File: src/rtl/uart_pkg.sv
// Definitions shared by the UART receiver and transmitter: line state encoding,
// data width and the clock-per-bit divisor.
package uart_pkg;

  localparam int UART_DATA_BITS = 8;

  typedef enum logic [1:0] {IDLE, START, DATA, STOP} uart_state_t;

  function automatic int clks_per_bit(input int clk_rate, input int baud_rate);
    return clk_rate / baud_rate;
  endfunction

endpackage

File: src/rtl/uart_sync.sv
// Two-flop synchronizer for an asynchronous single-bit input; both stages
// reset to the line's idle level so no false edge appears after reset.
module uart_sync #(
  parameter logic RST_VAL = 1'b1
) (
  input  logic clk,
  input  logic rst,
  input  logic d,
  output logic q
);

  logic meta;

  // NOTE: sequential state uses non-blocking assignments so both stages
  // sample their inputs from before the edge, giving a true two-flop delay.
  always_ff @(posedge clk) begin
    if (rst) begin
      meta <= RST_VAL;
      q    <= RST_VAL;
    end else begin
      meta <= d;
      q    <= meta;
    end
  end

endmodule

File: src/rtl/uart_rx.sv
// 8N1 UART receiver: synchronizes rx, detects the start edge, samples each bit
// at mid-period and reports good bytes on donerx or bad stop bits on frame_err.
module uart_rx
  import uart_pkg::*;
#(
  parameter int clk_rate  = 1000000,
  parameter int baud_rate = 9600
) (
  input  logic                      clk,
  input  logic                      rst,
  input  logic                      rx,
  output logic [UART_DATA_BITS-1:0] doutrx,
  output logic                      donerx,
  output logic                      frame_err,
  output logic                      busy
);

  localparam int CPB  = clks_per_bit(clk_rate, baud_rate);
  localparam int HALF = CPB / 2;
  localparam int CW   = $clog2(CPB);
  localparam int BW   = $clog2(UART_DATA_BITS);

  localparam logic [CW-1:0] CPB_LAST  = CW'(CPB - 1);
  localparam logic [CW-1:0] HALF_LAST = CW'(HALF - 1);
  localparam logic [BW-1:0] BIT_LAST  = BW'(UART_DATA_BITS - 1);

  if (CPB < 4) begin : g_cpb_check
    $error("uart_rx: clk_rate/baud_rate must be at least 4");
  end

  uart_state_t               state, state_next;
  logic                      rx_s, rx_q;
  logic [CW-1:0]             cnt;
  logic [BW-1:0]             bitidx;
  logic [UART_DATA_BITS-1:0] shreg;
  logic                      cnt_clr, shift_en, done_set, err_set;

  uart_sync #(.RST_VAL(1'b1)) u_sync (
    .clk (clk),
    .rst (rst),
    .d   (rx),
    .q   (rx_s)
  );

  always_ff @(posedge clk) begin
    if (rst) begin
      state <= IDLE;
      rx_q  <= 1'b1;
    end else begin
      state <= state_next;
      rx_q  <= rx_s;
    end
  end

  // NOTE: every output of this block gets a default before the case so no
  // path leaves a signal unassigned, which would otherwise infer a latch.
  always_comb begin
    state_next = state;
    cnt_clr    = 1'b0;
    shift_en   = 1'b0;
    done_set   = 1'b0;
    err_set    = 1'b0;
    unique case (state)
      IDLE: begin
        // Falling edge only: a line stuck low must go high before re-arming.
        if (rx_q && !rx_s) begin
          state_next = START;
          cnt_clr    = 1'b1;
        end
      end
      START: begin
        if (cnt == HALF_LAST) begin
          cnt_clr    = 1'b1;
          state_next = rx_s ? IDLE : DATA;
        end
      end
      DATA: begin
        if (cnt == CPB_LAST) begin
          cnt_clr  = 1'b1;
          shift_en = 1'b1;
          if (bitidx == BIT_LAST) state_next = STOP;
        end
      end
      STOP: begin
        if (cnt == CPB_LAST) begin
          cnt_clr    = 1'b1;
          state_next = IDLE;
          done_set   = rx_s;
          err_set    = !rx_s;
        end
      end
      default: state_next = IDLE;
    endcase
  end

  always_ff @(posedge clk) begin
    if (rst) begin
      cnt       <= '0;
      bitidx    <= '0;
      shreg     <= '0;
      doutrx    <= '0;
      donerx    <= 1'b0;
      frame_err <= 1'b0;
    end else begin
      cnt       <= (cnt_clr || state == IDLE) ? '0 : cnt + 1'b1;
      donerx    <= done_set;
      frame_err <= err_set;
      if (state != DATA) begin
        bitidx <= '0;
      end else if (shift_en) begin
        shreg[bitidx] <= rx_s;
        if (bitidx != BIT_LAST) bitidx <= bitidx + 1'b1;
      end
      if (done_set) doutrx <= shreg;
    end
  end

  assign busy = (state != IDLE);

endmodule

File: config.mk
export PLATFORM = sky130hd
export DESIGN_NAME = uart_rx
export DESIGN_NICKNAME = d
export VERILOG_FILES = /design/src/rtl/uart_pkg.sv /design/src/rtl/uart_sync.sv /design/src/rtl/uart_rx.sv
export SDC_FILE = /design/constraint.sdc
export NUM_CORES = 1
export LEC_CHECK = 0
export BUFFER_PORTS_ARGS = -buffer_cell sky130_fd_sc_hd__buf_2
export CORE_MARGIN = 2
export CORE_UTILIZATION = 30
export CTS_CLUSTER_DIAMETER = 60
export DETAILED_ROUTE_END_ITERATION = 16
export GPL_ROUTABILITY_DRIVEN = 0
export GPL_TIMING_DRIVEN = 0
export SLEW_MARGIN = 25
export SYNTH_ARGS = -nofsm -noshare
export SYNTH_HDL_FRONTEND = slang
export SYNTH_HIERARCHICAL = 1
export SYNTH_SLANG_ARGS = --single-unit
File: constraint.sdc
create_clock -name clk -period 2.3 [get_ports clk]
set_clock_uncertainty 0.2 [all_clocks]
set_input_delay 0.115 -clock clk [delete_from_list [all_inputs] [get_ports clk]]
set_output_delay 0.115 -clock clk [all_outputs]
set_load 0.02 [all_outputs]
Yosys cells after proc, flatten, opt, wreduce, memory -nomap -nowiden
Index checks and enable logic that the tools add are counted.
- bits in registers: 33
- input port bits: 3
- logic and storage cells: 60
- add/subtract/negate cells: 2
- $lt $le $gt $ge: 2
- equality and inequality tests: 13
- mux-type cells: 17
- bitwise logic cells: 3
- reduce and logical (&&, ||, !) cells: 13
- operators with widths (kind ; number):
    2-to-1 mux 2 bit ; 6
    != test 2 bit (second input constant) ; 6
    bitwise mux 8 bit ; 1
    one-hot mux 2 bit (4 select lines) ; 1
    adder 7 x 1 -> 7 bit (second input constant) ; 1
    == test 7 x 6 -> 1 bit (second input constant) ; 1
    == test 7 bit (second input constant) ; 1
    2-to-1 mux 1 bit ; 7
    OR reduction 2 bit ; 3
    AND reduction 5 bit ; 1
    == test 2 bit (second input constant) ; 2
    < comparator 3 x 4 -> 1 bit (second input constant) ; 1
    AND reduction 2 bit ; 2
    adder 3 x 1 -> 3 bit (second input constant) ; 1
    demux 1 bit (select 3 bit) ; 1
    == test 3 bit (second input constant) ; 1
    >= comparator 3 x 1 -> 1 bit (second input constant) ; 1
    != test 3 bit (second input constant) ; 1
    inverter 1 bit ; 3
    one-hot mux 1 bit (3 select lines) ; 1
    OR reduction 3 bit ; 1
    == test 2 x 1 -> 1 bit (second input constant) ; 1
    logical AND 1 bit ; 2
    zero test 2 bit ; 1
    other kinds (3) ; 3

Depth between registers and ports, before layout
Gate-level depths: netlist of run 1.
- depth after elaboration: 6
- depth in mapped cells: 5

By module
Netlist of run 1, hierarchy kept.
- by module, submodules not included (module ; instances ; cells each ; area an instance (µm²)):
    uart_rx ; 1 ; 148 ; 1519.0
    uart_sync ; 1 ; 4 ; 52.6

Least setup slack after synthesis of run 1
No wires, ideal clock.
- path kind: register to register
- start: reg cnt[0]
- end: reg shreg[1]
- arrival time: 1413 ps
- path slack: 615 ps
- stages on the path, launching flop included: 6
- period minus slack after synthesis: 1685 ps
- path through: dfxtp_1 > ha_1 > nand3b_4 > buf_4 > nor4_2 > mux2i_1
- longest elaborated chain between the ends: 4
- ends and longest elaborated chain (what ; RTL line ; RTL):
    start, declared ; uart_rx.sv:33 ; logic [CW-1:0] cnt;
    start signal, assigned ; uart_rx.sv:105 ; cnt <= (cnt_clr || state == IDLE) ? '0 : cnt + 1'b1;
    == test 7 bit ; uart_rx.sv:78 ; if (cnt == CPB_LAST) begin
    2-to-1 mux 1 bit ; uart_rx.sv:78 ;
    2-to-1 mux 1 bit ; uart_rx.sv:63 ; unique case (state)
    AND reduction 2 bit (no source line) ; n/a ;
    end signal, assigned by index ; uart_rx.sv:111 ; shreg[bitidx] <= rx_s;
    end, declared ; uart_rx.sv:35 ; logic [UART_DATA_BITS-1:0] shreg;
No other way between the ends.
A chain may end at the register's enable or synchronous reset.

Worst setup path in the final report of run 1
- start: reg cnt[0]
- end: reg doutrx[7]
- longest elaborated chain between the ends: 3
- ends and longest elaborated chain (what ; RTL line ; RTL):
    == test 7 bit ; uart_rx.sv:85 ; if (cnt == CPB_LAST) begin
    2-to-1 mux 1 bit ; uart_rx.sv:85 ;
    2-to-1 mux 1 bit ; uart_rx.sv:63 ;
    end signal, assigned ; uart_rx.sv:114 ; if (done_set) doutrx <= shreg;
    end, declared ; uart_rx.sv:12 ; output logic [UART_DATA_BITS-1:0] doutrx,
No other way between the ends.

==> results of run 1 <==
## worst max-delay path: stages, from the launching register on
cell and delay (ns):
dfxtp_1 0.38, ha_1 0.31, nand3b_4 0.17, nor3_4 0.52
mux2i_1 0.24
## cell usage after synthesis (2+ instances only)
master     count  area, µm²
dfxtp_1       33      660.6
mux2i_1       19      190.2
nand2b_1      18      112.6
nand2_1        7      26.28
nor4_2         6      75.07
nand3_1        5      25.02
nand4_1        5      31.28
nor2_1         5      18.77
a21oi_1        4      20.02
clkbuf_1       4      15.01
ha_1           3      37.54
nand4b_1       3      26.28
a22oi_1        2      15.01
buf_2          2      10.01
buf_4          2      15.01
nand4bb_1      2      22.52
nor2b_1        2      12.51
nor3_4         2      32.53
o21ai_0        2      10.01
o31ai_1        2      15.01
or2_1          2      12.51
or2_2          2      12.51
or3_1          2      12.51
xor2_1         2      17.52
## power by group through the flow
| stage | Combinational (W) | Clock (W) | Sequential, W |
|---|---|---|---|
| 6_report | 0.0000360 | 0.000439 | 0.000580 |
| 5_1_grt | 0.0000404 | 0.000477 | 0.000579 |
| 4_1_cts | 0.0000362 | 0.000456 | 0.000579 |
| 3_5_place_dp | 0.0000323 | 0 | 0.000592 |
| 3_3_place_gp | 0.0000319 | 0 | 0.000592 |
| 2_1_floorplan | 0.0000224 | 0 | 0.000591 |
## logic make-up after synthesis
logic type / count (synthesis) / synth area share
compound gates: 14 / 0.06130
xor+xnor: 3 / 0.01672
fa+ha+maj: 3 / 0.02389
buf+inv: 10 / 0.03024
flops: 33 / 0.4204
mux: 19 / 0.1210
simple gates: 70 / 0.3264
## layout make-up
class,count,area (µm²),share of cell area
tap,70,87.58,0.04759
inverter,2,7.507,0.004079
buffer,8,40.04,0.02175
clock buffer,7,86.33,0.04691
multi-input combinational,109,863.3,0.4691
timing repair buffer,16,95.09,0.05167
sequential,33,660.6,0.3589
## flip-flops by register name, indices dropped and copies added, names as in the netlist, named ones only
signal and count:
bitidx 3, cnt 7, donerx 1, doutrx 8, frame_err 1, rx_q 1, shreg 8, state 1
u_sync/meta 1, u_sync/q 1
## layer usage
| layer | track usage | vias up | routed length, µm |
|---|---|---|---|
| met5 | 0 | - | 0 |
| met2 | 0.1699 | 17 | 1349 |
| met3 | 0.02844 | 8 | 86 |
| met1 | 0.1407 | 517 | 1410 |
| met4 | 0.07091 | 0 | 89 |
| li1 | - | 588 | - |
## stage by stage
step | worst slack (ns) | instance area [µm²] | utilization
after global routing | 0.2544 | 1841 | 0.3627
after CTS | 0.3911 | 1841 | 0.3627
after detailed placement | 0.4196 | 1724 | 0.3397
after floorplan | 0.6150 | 1572 | -
after global placement | 0.4073 | 1724 | 0.3397
final | 0.4017 | 1841 | 0.3627
## worst min-delay path by stage
stage	startpoint	to	slack (ns)
floorplan	rx	u_sync/meta	0.01
global placement	rx	u_sync/meta	0.09
detailed placement	rx	u_sync/meta	0.1
CTS	u_sync/meta	u_sync/q	0.21
global route	u_sync/meta	u_sync/q	0.22
finish	u_sync/meta	u_sync/q	0.21
## timing repair
item                                   in CTS  in global routing
endpoints found under the hold margin       2                  0
gates resized for setup                     0                  0
hold buffers                                3                  0
==> flow_summary_export.csv, run 1 <==
group,metric,value,unit
setup_path,critPathLaunch,"cnt[0]",
routing,route.detailed.wl_per_inst,11.98,µm
clocking,cts-root-buf,"clkbuf_8",
final_layout,final_common_cell,"dfxtp_1",
global_routing,grt_pass1_wl,5106,µm
clocking,htreeDepth,2,
synthesis,yosysWarnings,6,
synthesis,synthCells,152,
sta,max_freq,0.5268,GHz
final_layout,instances_no_fill,245,
routing,drtAntennaViolNets,0,
worst_hold_path,holdCritPathClass,"reg2reg",
die,die_height,76.38,µm
die,rows,26,
routing,drt_drc_violations_left,0,
routing,vias_per_cell,4.612,
synthesis,seq_area_frac_synth,0.4204,
sta,maxSlewViolCount,0,
clocking,cts_buffer_depth,2,
synthesis,avgSynthCellArea,10.34,µm²
sta,rsz0062_at_grt,"no",
sta,finalSetupViolations,0,
setup_path,reg2reg_to,"doutrx[7]",
pwr,switching_power,0.0002262,W
sta,tightest_slew,0.5493,ns
setup_path,cp_data_required_time,2.32,ns
pwr,finalPower,0.001054,W
setup_path,cp_max_fo,8,
setup_path,cp-endpoint,"doutrx[7]",
synthesis,ys_types,40,
placed_design,dp.cells,235,
final_layout,layout-drive-gt1-share,0.2171,
final_layout,nNetsFinal,181,
routing,first_pass_iters,4,
pwr,peakVddDrop,0.0002802,V
setup_path,r2r_setup_slack,0.40,ns
synthesis,synth-seq-cells,33,
final_layout,area_delta_synth_final,17.12,%
pwr,p_leak,0.6600,nW
clocking,cts.sinks,33,
die,fp.dieArea,5833,µm²
die,io_pins,14,
routing,wl,2936,µm
routing,vias,1130,
clocking,path_clk_slew,0.07,ns
global_routing,grt-ovfl-total,0,
synthesis,postSynth.asyncResetShare,0,
final_layout,antennaDiodeCount,0,
global_routing,groute.usage.overall,0.1117,
pwr,power_density,572.9,nW/µm²
clocking,cts_made_buffers,5,
final_layout,fillers,513,
sta,finalSetupTns,0,ns
clocking,cts_tree,"built",
synthesis,synth_edf_count,0,
synthesis,ys.flop_type,"dfxtp_1",
setup_path,reg2reg_from,"cnt[0]",
pwr,combPwrFrac,0.034,
sta,finalHoldViolCount,0,
global_routing,antenna_found_initial,0,
worst_hold_path,hold_depth,1,
sta,final.period_utilization,0.8254,
pwr,swShare,0.2145,
synthesis,syn_nets,158,
setup_path,critPathArrivalTime,1.92,ns
synthesis,syn_area,1572,µm²
run,cap_violations,0,
setup_path,critPathLaunchType,"flop",
setup_path,end_kind,"flop",
placed_design,dpl.hpwl,2050,µm
setup_path,crit_type,"reg2reg",
die,dieWidth,76.38,µm
placed_design,port_buffers,13,
global_routing,grt_max_degree,11,
die,core_area,5075,µm²
setup_path,r2r_cells,4,
pwr,clkPwrFrac,0.416,
pwr,p_int,0.0008283,W
global_routing,grt_pass1_vias,1077,
sta,hold_slack,0.2065,ns
pwr,p_seq_frac,0.550,
final_layout,final_cell_mix,"dfxtp_1, mux2i_1, nand2b_1",
sta,fin_crit,1.898,ns
clocking,clk_latency,0.29,ns
routing,drt_iter0_markers,24,
run_status,outcome,"finished clean",
clocking,post_cts_buffers,0,
sta,slew_headroom,0.6326,
die,start_util,0.3097,
No activity file was read; power rests on OpenSTA's default activity.
==> inputs of run 2 (changes only) <==
- clock period: 2.3 -> 1.8 ns (I/O delays scaled with it)
==> flow_summary_export.csv, run 2 (same netlist as run 1, synthesis figures left out) <==
group,metric,value,unit
global_routing,globalRouteMet3Util,0.02844,
setup_path,critPathLaunchType,"flop",
pwr,p_leak,0.6768,nW
global_routing,busiest_layer,"met2",
sta,maxSlewViolCount,0,
routing,wl,3089,µm
sta,fin_crit,1.717,ns
final_layout,top_regs,"doutrx: 8 flops, shreg: 8 flops, cnt: 7 flops",
global_routing,antenna_found_initial,0,
setup_path,end_kind,"primary output",
die,dieWidth,76.38,µm
clocking,path_clk_slew,0.07,ns
sta,rsz0062_at_grt,"no",
setup_path,crit_type,"reg2out",
global_routing,use_met1,0.1481,
final_layout,nNetsFinal,183,
clocking,clk_latency,0.29,ns
routing,first_pass_iters,4,
routing,vias,1132,
pwr,power_density,708.2,nW/µm²
sta,tightest_slew,0.3987,ns
clocking,cts.sinks,33,
placed_design,dpl.hpwl,2050,µm
pwr,switching_power,0.0002972,W
final_layout,instances_no_fill,247,
routing,drt_drc_violations_left,0,
routing,drt_iter0_markers,26,
clocking,htreeDepth,2,
placed_design,port_buffers,13,
setup_path,critPathArrivalTime,1.43,ns
final_layout,antennaDiodeCount,0,
setup_path,critPathLaunch,"state[0]",
global_routing,grt-ovfl-total,0,
final_layout,area_delta_synth_final,22.05,%
run_status,outcome,"finished clean",
clocking,cts_made_buffers,5,
clocking,cts_buffer_depth,2,
die,io_pins,14,
die,fp.dieArea,5833,µm²
setup_path,r2r_cells,4,
pwr,peakVddDrop,0.0003581,V
sta,slew_headroom,0.7334,
die,start_util,0.3097,
sta,final.period_utilization,0.9541,
die,core_area,5075,µm²
setup_path,cp_data_required_time,1.51,ns
setup_path,r2r_setup_slack,0.10,ns
routing,vias_per_cell,4.583,
pwr,p_seq_frac,0.546,
sta,finalHoldViolCount,0,
global_routing,grt.met2_usage,0.1743,
clocking,cts-root-buf,"clkbuf_8",
global_routing,grt_pass1_wl,5257,µm
pwr,finalPower,0.001358,W
run,cap_violations,0,
global_routing,grt_max_degree,11,
clocking,cts_tree,"built",
final_layout,layout-drive-gt1-share,0.2429,
setup_path,reg2reg_to,"state[0]",
worst_hold_path,holdCritPathClass,"reg2reg",
pwr,p_int,0.001061,W
placed_design,dp.cells,235,
final_layout,final_common_cell,"dfxtp_1",
final_layout,final_cell_mix,"dfxtp_1, mux2i_1, nand2b_1",
global_routing,groute.usage.overall,0.1155,
sta,setup_slack,0.08255,ns
global_routing,grt_pass1_vias,1076,
routing,drtAntennaViolNets,0,
pwr,swShare,0.2188,
setup_path,cp-endpoint,"busy",
die,rows,26,
pwr,clkPwrFrac,0.417,
routing,route.detailed.wl_per_inst,12.51,µm
setup_path,cp_max_fo,10,
setup_path,reg2reg_from,"bitidx[2]",
sta,finalSetupViolations,0,
pwr,combPwrFrac,0.037,
placed_design,place_ws,-0.08036,ns
die,die_height,76.38,µm
sta,max_freq,0.5823,GHz
final_layout,post-route-util,0.3780,
==> run 2: power by group through the flow <==
stage | sequential (W) | combinational (W) | clock (W)
floorplan | 0.000756 | 0.0000286 | 0
global placement | 0.000757 | 0.0000408 | 0
detailed placement | 0.000757 | 0.0000413 | 0
CTS | 0.000741 | 0.0000486 | 0.000582
global route | 0.000741 | 0.0000559 | 0.000610
finish | 0.000742 | 0.0000499 | 0.000567
==> run 2: worst max-delay path: stages (launching register included) <==
cell and delay [ns]:
dfxtp_1 0.53, clkbuf_4 0.32, or2_2 0.14, buf_2 0.15
==> run 2: area by class of cell <==
cell class | count | area (µm²)
Buffer | 8 | 46.29
Clock buffer | 7 | 86.33
Fill cell | 510 | 3157
Inverter | 2 | 7.507
Multi-Input combinational cell | 109 | 900.9
Sequential cell | 33 | 664.4
Tap cell | 70 | 87.58
Timing Repair Buffer | 18 | 125.1
==> run 2: worst min-delay path by stage <==
stage	startpoint	end	slack (ns)	depth (start not counted)
6_report	u_sync/meta	u_sync/q	0.21	1
5_1_grt	u_sync/meta	u_sync/q	0.22	1
4_1_cts	u_sync/meta	u_sync/q	0.21	1
3_5_place_dp	rx	u_sync/meta	0.07	2
3_3_place_gp	rx	u_sync/meta	0.07	2
2_1_floorplan	rx	u_sync/meta	-0.01	1
==> run 2: layer usage <==
metal  wire length, µm  vias up  share of wire
li1                  -      595              -
met2              1434       14           0.46
met5                 0        -              0
met4                89        0          0.029
met3                78        7          0.025
met1              1487      516           0.48
==> run 2: timing repair <==
item	in CTS	in global routing
resized for setup	3	7
endpoints found under the hold margin	5	0
hold buffers	4	0
pin swaps	1	1
buffers inserted	0	1
endpoints found under the setup margin	22	22
==> run 2: through the flow <==
| step | cell area [µm²] | hold slack, ns | TNS (ns) |
|---|---|---|---|
| finish | 1918 | 0.2070 | 0 |
| global route | 1918 | 0.2177 | 0 |
| CTS | 1864 | 0.2093 | 0 |
| detailed placement | 1724 | 0.07223 | -0.8719 |
| global placement | 1724 | 0.06796 | -1.243 |
| floorplan | 1572 | -0.01286 | 0 |
==> inputs of run 3 (changes only) <==
- BUFFER_PORTS_ARGS: -buffer_cell sky130_fd_sc_hd__buf_2 -> -buffer_cell sky130_fd_sc_hd__buf_4
==> flow_summary_export.csv, run 3 (same netlist as run 1, synthesis figures left out) <==
group,metric,value,unit
routing,drt_drc_violations_left,0,
clocking,cts_made_buffers,5,
final_layout,final_common_cell,"dfxtp_1",
sta,fin_crit,1.706,ns
final_layout,area_delta_synth_final,22.05,%
die,dieWidth,76.38,µm
pwr,p_leak,0.6694,nW
clocking,cts_buffer_depth,2,
worst_hold_path,holdCritPathClass,"reg2reg",
setup_path,critPathLaunchType,"flop",
die,start_util,0.3097,
routing,vias_per_cell,4.624,
global_routing,antenna_found_initial,0,
die,io_pins,14,
clocking,path_clk_slew,0.07,ns
routing,drt_iter0_markers,18,
routing,route.detailed.wl_per_inst,11.77,µm
setup_path,cp_data_required_time,1.82,ns
sta,rsz0062_at_grt,"no",
clocking,htreeDepth,2,
placed_design,port_buffers,13,
worst_hold_path,hp-start,"u_sync/meta",
setup_path,end_kind,"flop",
sta,max_freq,0.5861,GHz
clocking,cts-root-buf,"clkbuf_8",
global_routing,groute.usage.overall,0.1081,
final_layout,layout-drive-gt1-share,0.2457,
final_layout,top_regs,"doutrx: 8 flops, shreg: 8 flops, cnt: 7 flops",
die,die_height,76.38,µm
global_routing,grt_pass1_vias,1093,
routing,drtAntennaViolNets,0,
die,rows,26,
sta,final.period_utilization,0.9479,
global_routing,grt-ovfl-total,0,
final_layout,antennaDiodeCount,0,
pwr,finalPower,0.001347,W
final_layout,nNetsFinal,181,
sta,slew_headroom,0.7396,
pwr,peakVddDrop,0.0004166,V
setup_path,reg2reg_from,"bitidx[1]",
clocking,cts_tree,"built",
setup_path,critPathLaunch,"bitidx[1]",
clocking,clk_latency,0.28,ns
routing,vias,1133,
final_layout,final_cell_mix,"dfxtp_1, mux2i_1, nand2b_1",
run_status,outcome,"finished clean",
sta,tightest_slew,0.3895,ns
placed_design,place_ws,-0.08829,ns
global_routing,grt_max_degree,11,
clocking,cts.sinks,33,
sta,finalHoldViolCount,0,
setup_path,cp_max_fo,9,
routing,first_pass_iters,4,
setup_path,critPathArrivalTime,1.73,ns
routing,wl,2883,µm
sta,finalSetupTns,0,ns
final_layout,fillers,528,
placed_design,dpl.hpwl,2047,µm
die,fp.dieArea,5833,µm²
sta,maxSlewViolCount,0,
pwr,power_density,702.3,nW/µm²
global_routing,grt_pass1_wl,5057,µm
die,core_area,5075,µm²
setup_path,crit_type,"reg2reg",
sta,setup_slack,0.09379,ns
run,cap_violations,0,
sta,finalSetupViolations,0,
[run 3: cell count changes in the layout (fill, tap and decap cells not counted)]
| cell | previous run | this run |
|---|---|---|
| clkbuf_1 | 5 | 4 |
| o21ai_2 | 0 | 1 |
| o21ai_4 | 1 | 0 |
| clkbuf_4 | 1 | 0 |
| nor4_4 | 2 | 1 |
| dlygate4sd3_1 | 4 | 3 |
| buf_2 | 14 | 2 |
| buf_4 | 1 | 14 |
| nor4_2 | 4 | 5 |
[run 3: worst max-delay path: stages, from the launching register on]
cell and delay (ns):
dfxtp_2 0.41, ha_1 0.18, ha_1 0.21, inv_1 0.05, or4b_1 0.52, nand4_1 0.08
[run 3: per-stage QoR]
step           std cells  hold WS [ns]  instance area, µm²  utilization
6_report             245        0.2078                1918       0.3780
5_1_grt              245        0.2173                1918       0.3780
4_1_cts              245        0.2137                1887       0.3718
3_5_place_dp         235       0.07662                1757       0.3462
3_3_place_gp         235       0.07124                1757       0.3462
2_1_floorplan        152      -0.01286                1572            -
[run 3: area by class of cell]
class	instances	area, µm²	share of cell area
buffer	7	40.04	0.02087
clock buffer	7	86.33	0.04501
inverter	2	7.507	0.003914
multi-input combinational	109	884.6	0.4612
sequential	33	664.4	0.3464
tap	70	87.58	0.04566
timing repair buffer	17	147.6	0.07697
[run 3: final timing paths]
| check | slack (ns) | cells past startpoint | end |
|---|---|---|---|
| worst max register to register | 0.09 | 5 | state[0] |
| worst min register to register | 0.21 | 1 | u_sync/q |
| worst max-delay path | 0.09 | 5 | state[0] |
| worst min-delay path | 0.21 | 1 | u_sync/q |
[run 3: power by group]
part | total (W) | internal (W) | leakage (nW) | switching [W]
combinational | 0.0000468 | 0.0000218 | 0.357 | 0.0000249
clock | 0.000559 | 0.000303 | 0.0443 | 0.000256
sequential | 0.000741 | 0.000735 | 0.268 | 0.00000622
total | 0.00135 | 0.00106 | 0.669 | 0.000287
[run 3: repair_timing]
| item | 4_1_cts | 5_1_grt |
|---|---|---|
| setup endpoints to repair | 22 | 21 |
| setup buffers | 0 | 1 |
| cloned | 0 | 0 |
| hold endpoints to repair | 5 | 0 |
| hold buffers | 3 | 0 |
| gates resized for setup | 3 | 4 |
| pin swaps | 1 | 1 |
[run 3: routing by layer]
| layer | vias up | share of wire | track usage |
|---|---|---|---|
| met4 | 0 | 0.026 | 0.06000 |
| met1 | 521 | 0.50 | 0.1374 |
| met2 | 12 | 0.45 | 0.1690 |
| met5 | - | 0 | 0 |
| met3 | 6 | 0.022 | 0.02488 |
| li1 | 594 | - | - |
